**src/rtl/sdarb_sched_if.sv**
```systemverilog
// Bundle between the channel descriptor logic / SDRAM sequencer and the
// sdarb_sched command scheduler.
//   master : requester + sequencer side (drives en, req, descriptors, next)
//   slave  : scheduler side (drives xfer/refr, granted descriptor, ack, busy,
//            refr_pend)
// Signals:
//   en              grant enable
//   req[3:0]        per-channel transfer request (level)
//   sa0..sa3        per-channel block start address [24:3]
//   wnr_i, mode_i   per-channel direction / mode bits
//   param0..param3  per-channel parameter
//   next            sequencer ready for a new command
//   xfer, refr      one-cycle command start pulses
//   sa, chsel, wnr, mode, param  granted descriptor
//   ack[3:0]        one-hot one-cycle grant pulse
//   busy            command outstanding at the sequencer
//   refr_pend       pending refresh count
interface sdarb_sched_if;
  localparam int unsigned NCH     = 4;
  localparam int unsigned SA_W    = 22;
  localparam int unsigned PARAM_W = 6;
  localparam int unsigned CH_W    = 2;
  localparam int unsigned PEND_W  = 3;

  logic               en;
  logic [NCH-1:0]     req;
  logic [SA_W-1:0]    sa0;
  logic [SA_W-1:0]    sa1;
  logic [SA_W-1:0]    sa2;
  logic [SA_W-1:0]    sa3;
  logic [NCH-1:0]     wnr_i;
  logic [NCH-1:0]     mode_i;
  logic [PARAM_W-1:0] param0;
  logic [PARAM_W-1:0] param1;
  logic [PARAM_W-1:0] param2;
  logic [PARAM_W-1:0] param3;
  logic               next;

  logic               xfer;
  logic               refr;
  logic [SA_W-1:0]    sa;
  logic [CH_W-1:0]    chsel;
  logic               wnr;
  logic               mode;
  logic [PARAM_W-1:0] param;
  logic [NCH-1:0]     ack;
  logic               busy;
  logic [PEND_W-1:0]  refr_pend;

  modport master (
    output en, req, sa0, sa1, sa2, sa3, wnr_i, mode_i,
           param0, param1, param2, param3, next,
    input  xfer, refr, sa, chsel, wnr, mode, param, ack, busy, refr_pend
  );

  modport slave (
    input  en, req, sa0, sa1, sa2, sa3, wnr_i, mode_i,
           param0, param1, param2, param3, next,
    output xfer, refr, sa, chsel, wnr, mode, param, ack, busy, refr_pend
  );
endinterface

```
**src/rtl/sdarb_sched.sv**
```systemverilog
// SDRAM block-transfer command scheduler. Arbitrates four channel requesters
// and periodic auto-refresh onto one xfer/refr command stream, and holds the
// granted descriptor stable until the sequencer reports "next".
// All flops update on the falling edge of clk0; rst is asynchronous, active high.
// Ports:
//   clk0  global clock (falling-edge domain)
//   rst   asynchronous active-high reset
//   bus   sdarb_sched_if.slave (requests, descriptors, next in; commands,
//         granted descriptor, ack, busy, refr_pend out)
// Parameters:
//   REFR_PERIOD  clk0 cycles between refresh requests (16..4095)
//   REFR_URGENT  pending-refresh count at which refresh pre-empts channels (1..7)
// Optional feature macro SDARB_CH0_PRIO_EN: channel 0 gets fixed priority above
// a round-robin group of channels 1..3 (urgent refresh still wins); channel-0
// grants leave the round-robin pointer untouched. Undefined: plain four-way
// round-robin.
module sdarb_sched #(
  parameter int unsigned REFR_PERIOD = 780,
  parameter int unsigned REFR_URGENT = 4
) (
  input logic         clk0,
  input logic         rst,
  sdarb_sched_if.slave bus
);

  localparam int unsigned NCH     = 4;
  localparam int unsigned SA_W    = 22;
  localparam int unsigned PARAM_W = 6;
  localparam int unsigned CH_W    = 2;
  localparam int unsigned PEND_W  = 3;
  localparam int unsigned CNT_W   = 12;

  localparam logic [CNT_W-1:0]  CNT_RELOAD = CNT_W'(REFR_PERIOD - 1);
  localparam logic [PEND_W-1:0] PEND_URG   = PEND_W'(REFR_URGENT);
  localparam logic [PEND_W-1:0] PEND_MAX   = PEND_W'(7);

  typedef enum logic {
    IDLE = 1'b0,
    BUSY = 1'b1
  } state_t;

  state_t              state;
  logic [CH_W-1:0]     ptr;
  logic [CNT_W-1:0]    rcnt;
  logic [PEND_W-1:0]   pend;

  logic                xfer_q;
  logic                refr_q;
  logic [SA_W-1:0]     sa_q;
  logic [CH_W-1:0]     chsel_q;
  logic                wnr_q;
  logic                mode_q;
  logic [PARAM_W-1:0]  param_q;
  logic [NCH-1:0]      ack_q;
  logic                busy_q;

  logic                pick_vld_c;
  logic [CH_W-1:0]     pick_ch_c;
  logic [SA_W-1:0]     sel_sa_c;
  logic [PARAM_W-1:0]  sel_param_c;
  logic                sel_wnr_c;
  logic                sel_mode_c;
  logic                tick_c;
  logic                urgent_c;
  logic                do_xfer_c;
  logic                do_refr_c;

  // Channel selection: first requester after the pointer, wrapping.
  always_comb begin
    pick_vld_c = 1'b0;
    pick_ch_c  = '0;
`ifdef SDARB_CH0_PRIO_EN
    if (bus.req[0]) begin
      pick_vld_c = 1'b1;
      pick_ch_c  = '0;
    end else begin
      for (int i = 1; i <= NCH; i++) begin
        if (!pick_vld_c && ((ptr + CH_W'(i)) != '0) && bus.req[ptr + CH_W'(i)]) begin
          pick_vld_c = 1'b1;
          pick_ch_c  = ptr + CH_W'(i);
        end
      end
    end
`else
    for (int i = 1; i <= NCH; i++) begin
      if (!pick_vld_c && bus.req[ptr + CH_W'(i)]) begin
        pick_vld_c = 1'b1;
        pick_ch_c  = ptr + CH_W'(i);
      end
    end
`endif
  end

  // Descriptor of the selected channel.
  always_comb begin
    sel_sa_c    = bus.sa0;
    sel_param_c = bus.param0;
    case (pick_ch_c)
      2'd1: begin
        sel_sa_c    = bus.sa1;
        sel_param_c = bus.param1;
      end
      2'd2: begin
        sel_sa_c    = bus.sa2;
        sel_param_c = bus.param2;
      end
      2'd3: begin
        sel_sa_c    = bus.sa3;
        sel_param_c = bus.param3;
      end
      default: ;
    endcase
    sel_wnr_c  = bus.wnr_i[pick_ch_c];
    sel_mode_c = bus.mode_i[pick_ch_c];
  end

  // Arbitration decision for this edge; only meaningful in IDLE with en high.
  always_comb begin
    tick_c    = (rcnt == '0);
    urgent_c  = (pend >= PEND_URG);
    do_xfer_c = 1'b0;
    do_refr_c = 1'b0;
    if ((state == IDLE) && bus.en) begin
      if (urgent_c) begin
        do_refr_c = 1'b1;
      end else if (pick_vld_c) begin
        do_xfer_c = 1'b1;
      end else if (pend != '0) begin
        do_refr_c = 1'b1;
      end
    end
  end

  // Refresh timer, pending count, FSM and registered outputs.
  always_ff @(negedge clk0 or posedge rst) begin
    if (rst) begin
      state   <= IDLE;
      ptr     <= CH_W'(3);
      rcnt    <= CNT_RELOAD;
      pend    <= '0;
      xfer_q  <= 1'b0;
      refr_q  <= 1'b0;
      sa_q    <= '0;
      chsel_q <= '0;
      wnr_q   <= 1'b0;
      mode_q  <= 1'b0;
      param_q <= '0;
      ack_q   <= '0;
      busy_q  <= 1'b0;
    end else begin
      rcnt <= tick_c ? CNT_RELOAD : rcnt - CNT_W'(1);

      // A tick and an issue on the same edge cancel out.
      if (tick_c && !do_refr_c) begin
        if (pend != PEND_MAX) pend <= pend + PEND_W'(1);
      end else if (do_refr_c && !tick_c) begin
        pend <= pend - PEND_W'(1);
      end

      xfer_q <= 1'b0;
      refr_q <= 1'b0;
      ack_q  <= '0;

      case (state)
        IDLE: begin
          if (do_xfer_c) begin
            xfer_q  <= 1'b1;
            ack_q   <= NCH'(1) << pick_ch_c;
            chsel_q <= pick_ch_c;
            sa_q    <= sel_sa_c;
            wnr_q   <= sel_wnr_c;
            mode_q  <= sel_mode_c;
            param_q <= sel_param_c;
`ifdef SDARB_CH0_PRIO_EN
            if (pick_ch_c != '0) ptr <= pick_ch_c;
`else
            ptr     <= pick_ch_c;
`endif
            busy_q  <= 1'b1;
            state   <= BUSY;
          end else if (do_refr_c) begin
            refr_q <= 1'b1;
            busy_q <= 1'b1;
            state  <= BUSY;
          end
        end
        BUSY: begin
          if (bus.next) begin
            busy_q <= 1'b0;
            state  <= IDLE;
          end
        end
        default: state <= IDLE;
      endcase
    end
  end

  assign bus.xfer      = xfer_q;
  assign bus.refr      = refr_q;
  assign bus.sa        = sa_q;
  assign bus.chsel     = chsel_q;
  assign bus.wnr       = wnr_q;
  assign bus.mode      = mode_q;
  assign bus.param     = param_q;
  assign bus.ack       = ack_q;
  assign bus.busy      = busy_q;
  assign bus.refr_pend = pend;

endmodule
```
**src/flat_wrapper.sv**
```systemverilog
// flat-port wrapper written by rule: the top's interface ports become plain ports
module sdarb_sched_flat 
#(
  parameter int unsigned REFR_PERIOD = 780,
  parameter int unsigned REFR_URGENT = 4
)
  (clk0, rst, bus_en, bus_req, bus_sa0, bus_sa1, bus_sa2, bus_sa3, bus_wnr_i, bus_mode_i, bus_param0, bus_param1, bus_param2, bus_param3, bus_next, bus_xfer, bus_refr, bus_sa, bus_chsel, bus_wnr, bus_mode, bus_param, bus_ack, bus_busy, bus_refr_pend);
  sdarb_sched_if bus_i ();
  input logic clk0;
  input logic rst;
  input wire logic [$bits(bus_i.en)-1:0] bus_en;
  input wire logic [$bits(bus_i.req)-1:0] bus_req;
  input wire logic [$bits(bus_i.sa0)-1:0] bus_sa0;
  input wire logic [$bits(bus_i.sa1)-1:0] bus_sa1;
  input wire logic [$bits(bus_i.sa2)-1:0] bus_sa2;
  input wire logic [$bits(bus_i.sa3)-1:0] bus_sa3;
  input wire logic [$bits(bus_i.wnr_i)-1:0] bus_wnr_i;
  input wire logic [$bits(bus_i.mode_i)-1:0] bus_mode_i;
  input wire logic [$bits(bus_i.param0)-1:0] bus_param0;
  input wire logic [$bits(bus_i.param1)-1:0] bus_param1;
  input wire logic [$bits(bus_i.param2)-1:0] bus_param2;
  input wire logic [$bits(bus_i.param3)-1:0] bus_param3;
  input wire logic [$bits(bus_i.next)-1:0] bus_next;
  output wire logic [$bits(bus_i.xfer)-1:0] bus_xfer;
  output wire logic [$bits(bus_i.refr)-1:0] bus_refr;
  output wire logic [$bits(bus_i.sa)-1:0] bus_sa;
  output wire logic [$bits(bus_i.chsel)-1:0] bus_chsel;
  output wire logic [$bits(bus_i.wnr)-1:0] bus_wnr;
  output wire logic [$bits(bus_i.mode)-1:0] bus_mode;
  output wire logic [$bits(bus_i.param)-1:0] bus_param;
  output wire logic [$bits(bus_i.ack)-1:0] bus_ack;
  output wire logic [$bits(bus_i.busy)-1:0] bus_busy;
  output wire logic [$bits(bus_i.refr_pend)-1:0] bus_refr_pend;
  assign bus_i.en = bus_en;
  assign bus_i.req = bus_req;
  assign bus_i.sa0 = bus_sa0;
  assign bus_i.sa1 = bus_sa1;
  assign bus_i.sa2 = bus_sa2;
  assign bus_i.sa3 = bus_sa3;
  assign bus_i.wnr_i = bus_wnr_i;
  assign bus_i.mode_i = bus_mode_i;
  assign bus_i.param0 = bus_param0;
  assign bus_i.param1 = bus_param1;
  assign bus_i.param2 = bus_param2;
  assign bus_i.param3 = bus_param3;
  assign bus_i.next = bus_next;
  assign bus_xfer = bus_i.xfer;
  assign bus_refr = bus_i.refr;
  assign bus_sa = bus_i.sa;
  assign bus_chsel = bus_i.chsel;
  assign bus_wnr = bus_i.wnr;
  assign bus_mode = bus_i.mode;
  assign bus_param = bus_i.param;
  assign bus_ack = bus_i.ack;
  assign bus_busy = bus_i.busy;
  assign bus_refr_pend = bus_i.refr_pend;
  sdarb_sched #(.REFR_PERIOD(REFR_PERIOD), .REFR_URGENT(REFR_URGENT)) u_core (.clk0(clk0), .rst(rst), .bus(bus_i));
endmodule
```
**config.mk**
```make
export PLATFORM = sky130hd
export DESIGN_NAME = sdarb_sched_flat
export DESIGN_NICKNAME = d
export VERILOG_FILES = /design/src/rtl/sdarb_sched_if.sv /design/src/rtl/sdarb_sched.sv /design/src/flat_wrapper.sv
export SDC_FILE = /design/constraint.sdc
export NUM_CORES = 1
export LEC_CHECK = 0
export ABC_AREA = 1
export ABC_CLOCK_PERIOD_IN_PS = 2750
export BUFFER_PORTS_ARGS = -buffer_cell sky130_fd_sc_hd__buf_2
export CAP_MARGIN = 20
export CORE_MARGIN = 2
export CORE_UTILIZATION = 48
export CTS_CLUSTER_DIAMETER = 80
export CTS_CLUSTER_SIZE = 12
export DETAILED_ROUTE_END_ITERATION = 12
export GPL_TIMING_DRIVEN = 1
export HOLD_SLACK_MARGIN = 0.02
export PLACE_DENSITY = 0.89
export SYNTH_ARGS = -nofsm -noshare
export SYNTH_HDL_FRONTEND = slang
export SYNTH_SLANG_ARGS = --single-unit
```
**constraint.sdc**
```tcl
create_clock -name clk0 -period 2.75 [get_ports clk0]
set_clock_uncertainty 0.05 [all_clocks]
set_input_delay 0.1375 -clock clk0 [delete_from_list [all_inputs] [get_ports clk0]]
set_output_delay 0.1375 -clock clk0 [all_outputs]
set_load 0.05 [all_outputs]
```
==> results.yml <==
run_status:
  status: "finished, violations left"
  violations: "setup timing"
die:
  dieArea_um2: 8850
  initial_utilization_pct: 49.9
  io_pins: 170
  die_y_um: 94.1
  core_area_um2: 7810
  rows: 32
  die_w_um: 94.1
sta:
  hold_viol: 0
  relSlewSlack_pct: 74.9
  worstMarginPinSlew_ns: 0.375
  fin_ws_ns: -0.331
  rsz0062_at_grt: "yes"
  setup_viol: 44
  slew_viol_final: 0
worst_setup_path:
  end_kind: "register"
  r2r_setup_slack_ns: -0.16
  crit_path_cell_trace: "buf_8 -> nand2_4 -> nand2_4 -> nand2_2 -> nand2_2 -> nor2_4 -> buf_6 -> nand4_1 -> nand2_4 -> nor2_4 -> buf_12 -> buf_6 -> buf_6 -> nor2_1 -> nand3_1 -> nand2_1 -> nand2_1"
  critPathKind: "in -> reg"
  crit_arrival_ns: 1.84
  slowest_stage: "nand2_4"
  critPathRequiredTime_ns: 1.51
  max_stage_delay_ns: 0.18
  start_kind: "primary input"
  critPathMaxFanout: 5
  critPathBufInv: 5
  critPathTopFamily: "simple AND/OR/NAND/NOR gates"
logic_synthesis:
  syn_avg_cell_area_um2: 6.29
  yosysTopAreaCell: "dfrtn_1"
  synth_top_family_by_area: "simple AND/OR/NAND/NOR gates"
  ys_types: 30
  synthesis.instances: 619
  synth_mux_area_share_pct: 0
  synth_area_leaders: "dfrtn_1 32%, nand2_1 24%, nand3_1 8.7%"
  synth_top_cell_area_share_pct: 32.1
  synth_compound_area_share_pct: 2.22
  syn_area_um2: 3900
  synth-seq-area-share_pct: 36.8
  synth_warnings: 0
  synth-xor-area-share_pct: 1.35
  synthAdderAreaFrac_pct: 1.16
  synth_seq_cells: 57
  synth-simple-area-share_pct: 43.6
  syn_nets: 750
placement:
  hpwl_mm: 8.68
  gp_congestion: 1.02
  dp_worst_setup_slack_ns: -0.560
  portBuffers: 169
routing:
  dr.pass1.iters: 5
  routedWlPerCell_um: 15.0
  antenna_left: 0
  vias_per_cell: 5.05
  totalWireLength_mm: 14.1
  vias: 4761
  drt_iter0_markers: 299
  drc: 0
clocking:
  numClockSinks: 57
  insertion_delay_ns: 0.39
  cts_buffers: 9
  clk_pin_slew_ns: 0.05
  cts_tree: "built"
  root_buffer: "clkbuf_8"
  clockBufferDepth: 2
  cts-htree-levels: 3
global_routing:
  grt_pass1_vias: 4302
  globalRouteTotalUtil_pct: 28.8
  gr-total-overflow: 0
  antenna_found_initial: 0
  grt_max_degree: 41
  grt_pass1_wl_mm: 19.8
final_layout:
  final_layout_size_suffix_gt1_share_pct: 41.5
  area_growth_pct: 52.2
  antenna_cells: 0
  final_nets: 967
  finish.utilization_pct: 76.0
  fillers: 601
flow_run:
  maxCapViolCount: 0
min_path:
  hold_class: "reg -> reg"
[what timing repair did]
| item | CTS | global route |
|---|---|---|
| hold buffers | 0 | 0 |
| setup buffers | 8 | 9 |
| gates resized for setup | 32 | 71 |
| pin swaps | 6 | 19 |
| cloned | 2 | 9 |
| endpoints found under the setup margin | 33 | 45 |
[sequential cells by signal (all words and copies together), names as in the netlist]
signal / cells
u_core.bus.sa: 22
u_core.rcnt: 12
u_core.bus.param: 6
u_core.bus.ack: 4
u_core.bus.refr_pend: 3
u_core.bus.chsel: 2
u_core.ptr: 2
u_core.bus.busy: 1
u_core.bus.mode: 1
u_core.bus.refr: 1
u_core.bus.wnr: 1
u_core.bus.xfer: 1
u_core.state: 1
[layer usage]
layer  vias up  GRT usage (%)  wire length (um)
met3        45           7.14              1040
met4         0           11.0               531
li1       2292              -                 -
met1      2178           34.4              5530
met2       246           49.6              6990
met5         -              0                 0
[placed cells by master (no fill, tap or decap), types with 4 or more instances in the layout]
master and count:
clkbuf_16 4, inv_1 80, nor2_1 57, o21ai_0 9, a21oi_1 5, nand2_2 32
nor2_2 5, inv_2 26, nor2_4 8, buf_2 164, buf_4 24, dfrtn_1 50
buf_12 6, clkbuf_8 10, nand3_4 4, nand2_4 15, nand3_1 60, nand3_2 7
buf_6 20, dfstp_2 7, nor3_1 7, nand2_1 206
[through the flow]
step | TNS, ns | instances | cell area [um^2] | hold WS (ns)
floorplan | -3.87 | 619 | 3980 | 0.348
global placement | -16.22 | 893 | 5020 | 0.365
detailed placement | -19.92 | 893 | 5020 | 0.371
CTS | -4.07 | 924 | 5450 | 0.374
global route | -12.72 | 942 | 5930 | 0.388
finish | -10.30 | 942 | 5930 | 0.374
[cell type report]
type / count / area [um^2] / area share, %
Timing Repair Buffer: 222 / 1500 / 25.3
Inverter: 103 / 398 / 6.71
Clock buffer: 10 / 138 / 2.32
Clock inverter: 12 / 105 / 1.77
Tap cell: 102 / 128 / 2.15
Sequential cell: 57 / 1440 / 24.2
Multi-Input combinational cell: 436 / 2230 / 37.6
[cells in the mapped netlist]
library cell and number:
nand2_1 251, inv_1 76, nand3_1 68, nor2_1 63, dfrtn_1 50, inv_2 26, o21ai_0 9, buf_4 8
nor3_1 8, buf_2 7, buf_6 7, dfstp_2 7, a21oi_1 5, nor2_4 4, clkbuf_1 3, nand2_2 3
nand3_2 3, nand4_1 3, xnor2_1 3, xor2_1 3, ha_1 2, o21ai_1 2, a31oi_1 1, clkinv_1 1
fa_1 1, inv_4 1, nand3b_1 1, nor3b_1 1, nor4_1 1, or2_2 1
[worst paths after layout]
kind	endpoint	start	cells past startpoint
max	u_core.bus.sa[8]$_DFFE_NP0P_	bus_req[2]	17
min in group asynchronous	u_core.bus.sa[12]$_DFFE_NP0P_	rst	2
min reg2reg	u_core.bus.sa[2]$_DFFE_NP0P_	u_core.bus.sa[2]$_DFFE_NP0P_	2
max reg2reg	u_core.bus.sa[8]$_DFFE_NP0P_	u_core.ptr[0]$_DFFE_NP1P_	17
max in group asynchronous	u_core.rcnt[1]$_DFF_NP1_	rst	3
min	u_core.bus.sa[2]$_DFFE_NP0P_	u_core.bus.sa[2]$_DFFE_NP0P_	2
[logic make-up (layout without fill, tap and decap cells)]
family,after synthesis,after routing
AND/OR/NAND/NOR,407,410
adder cells (fa/ha/maj),3,3
flip-flops,57,57
buffers and inverters,129,347
XOR/XNOR,6,6
AO/OA/AOI/OAI,17,17
[worst reg2reg max path, delay by kind of cell (launching register included)]
kind          cells  cell delay, ns
simple gates     12            1.30
buf+inv           5            0.64
flops             1            0.73
Power is left out: the tool's default activity adds up to more than one toggle a clock period on the data nets, which glitch-free logic cannot reach.
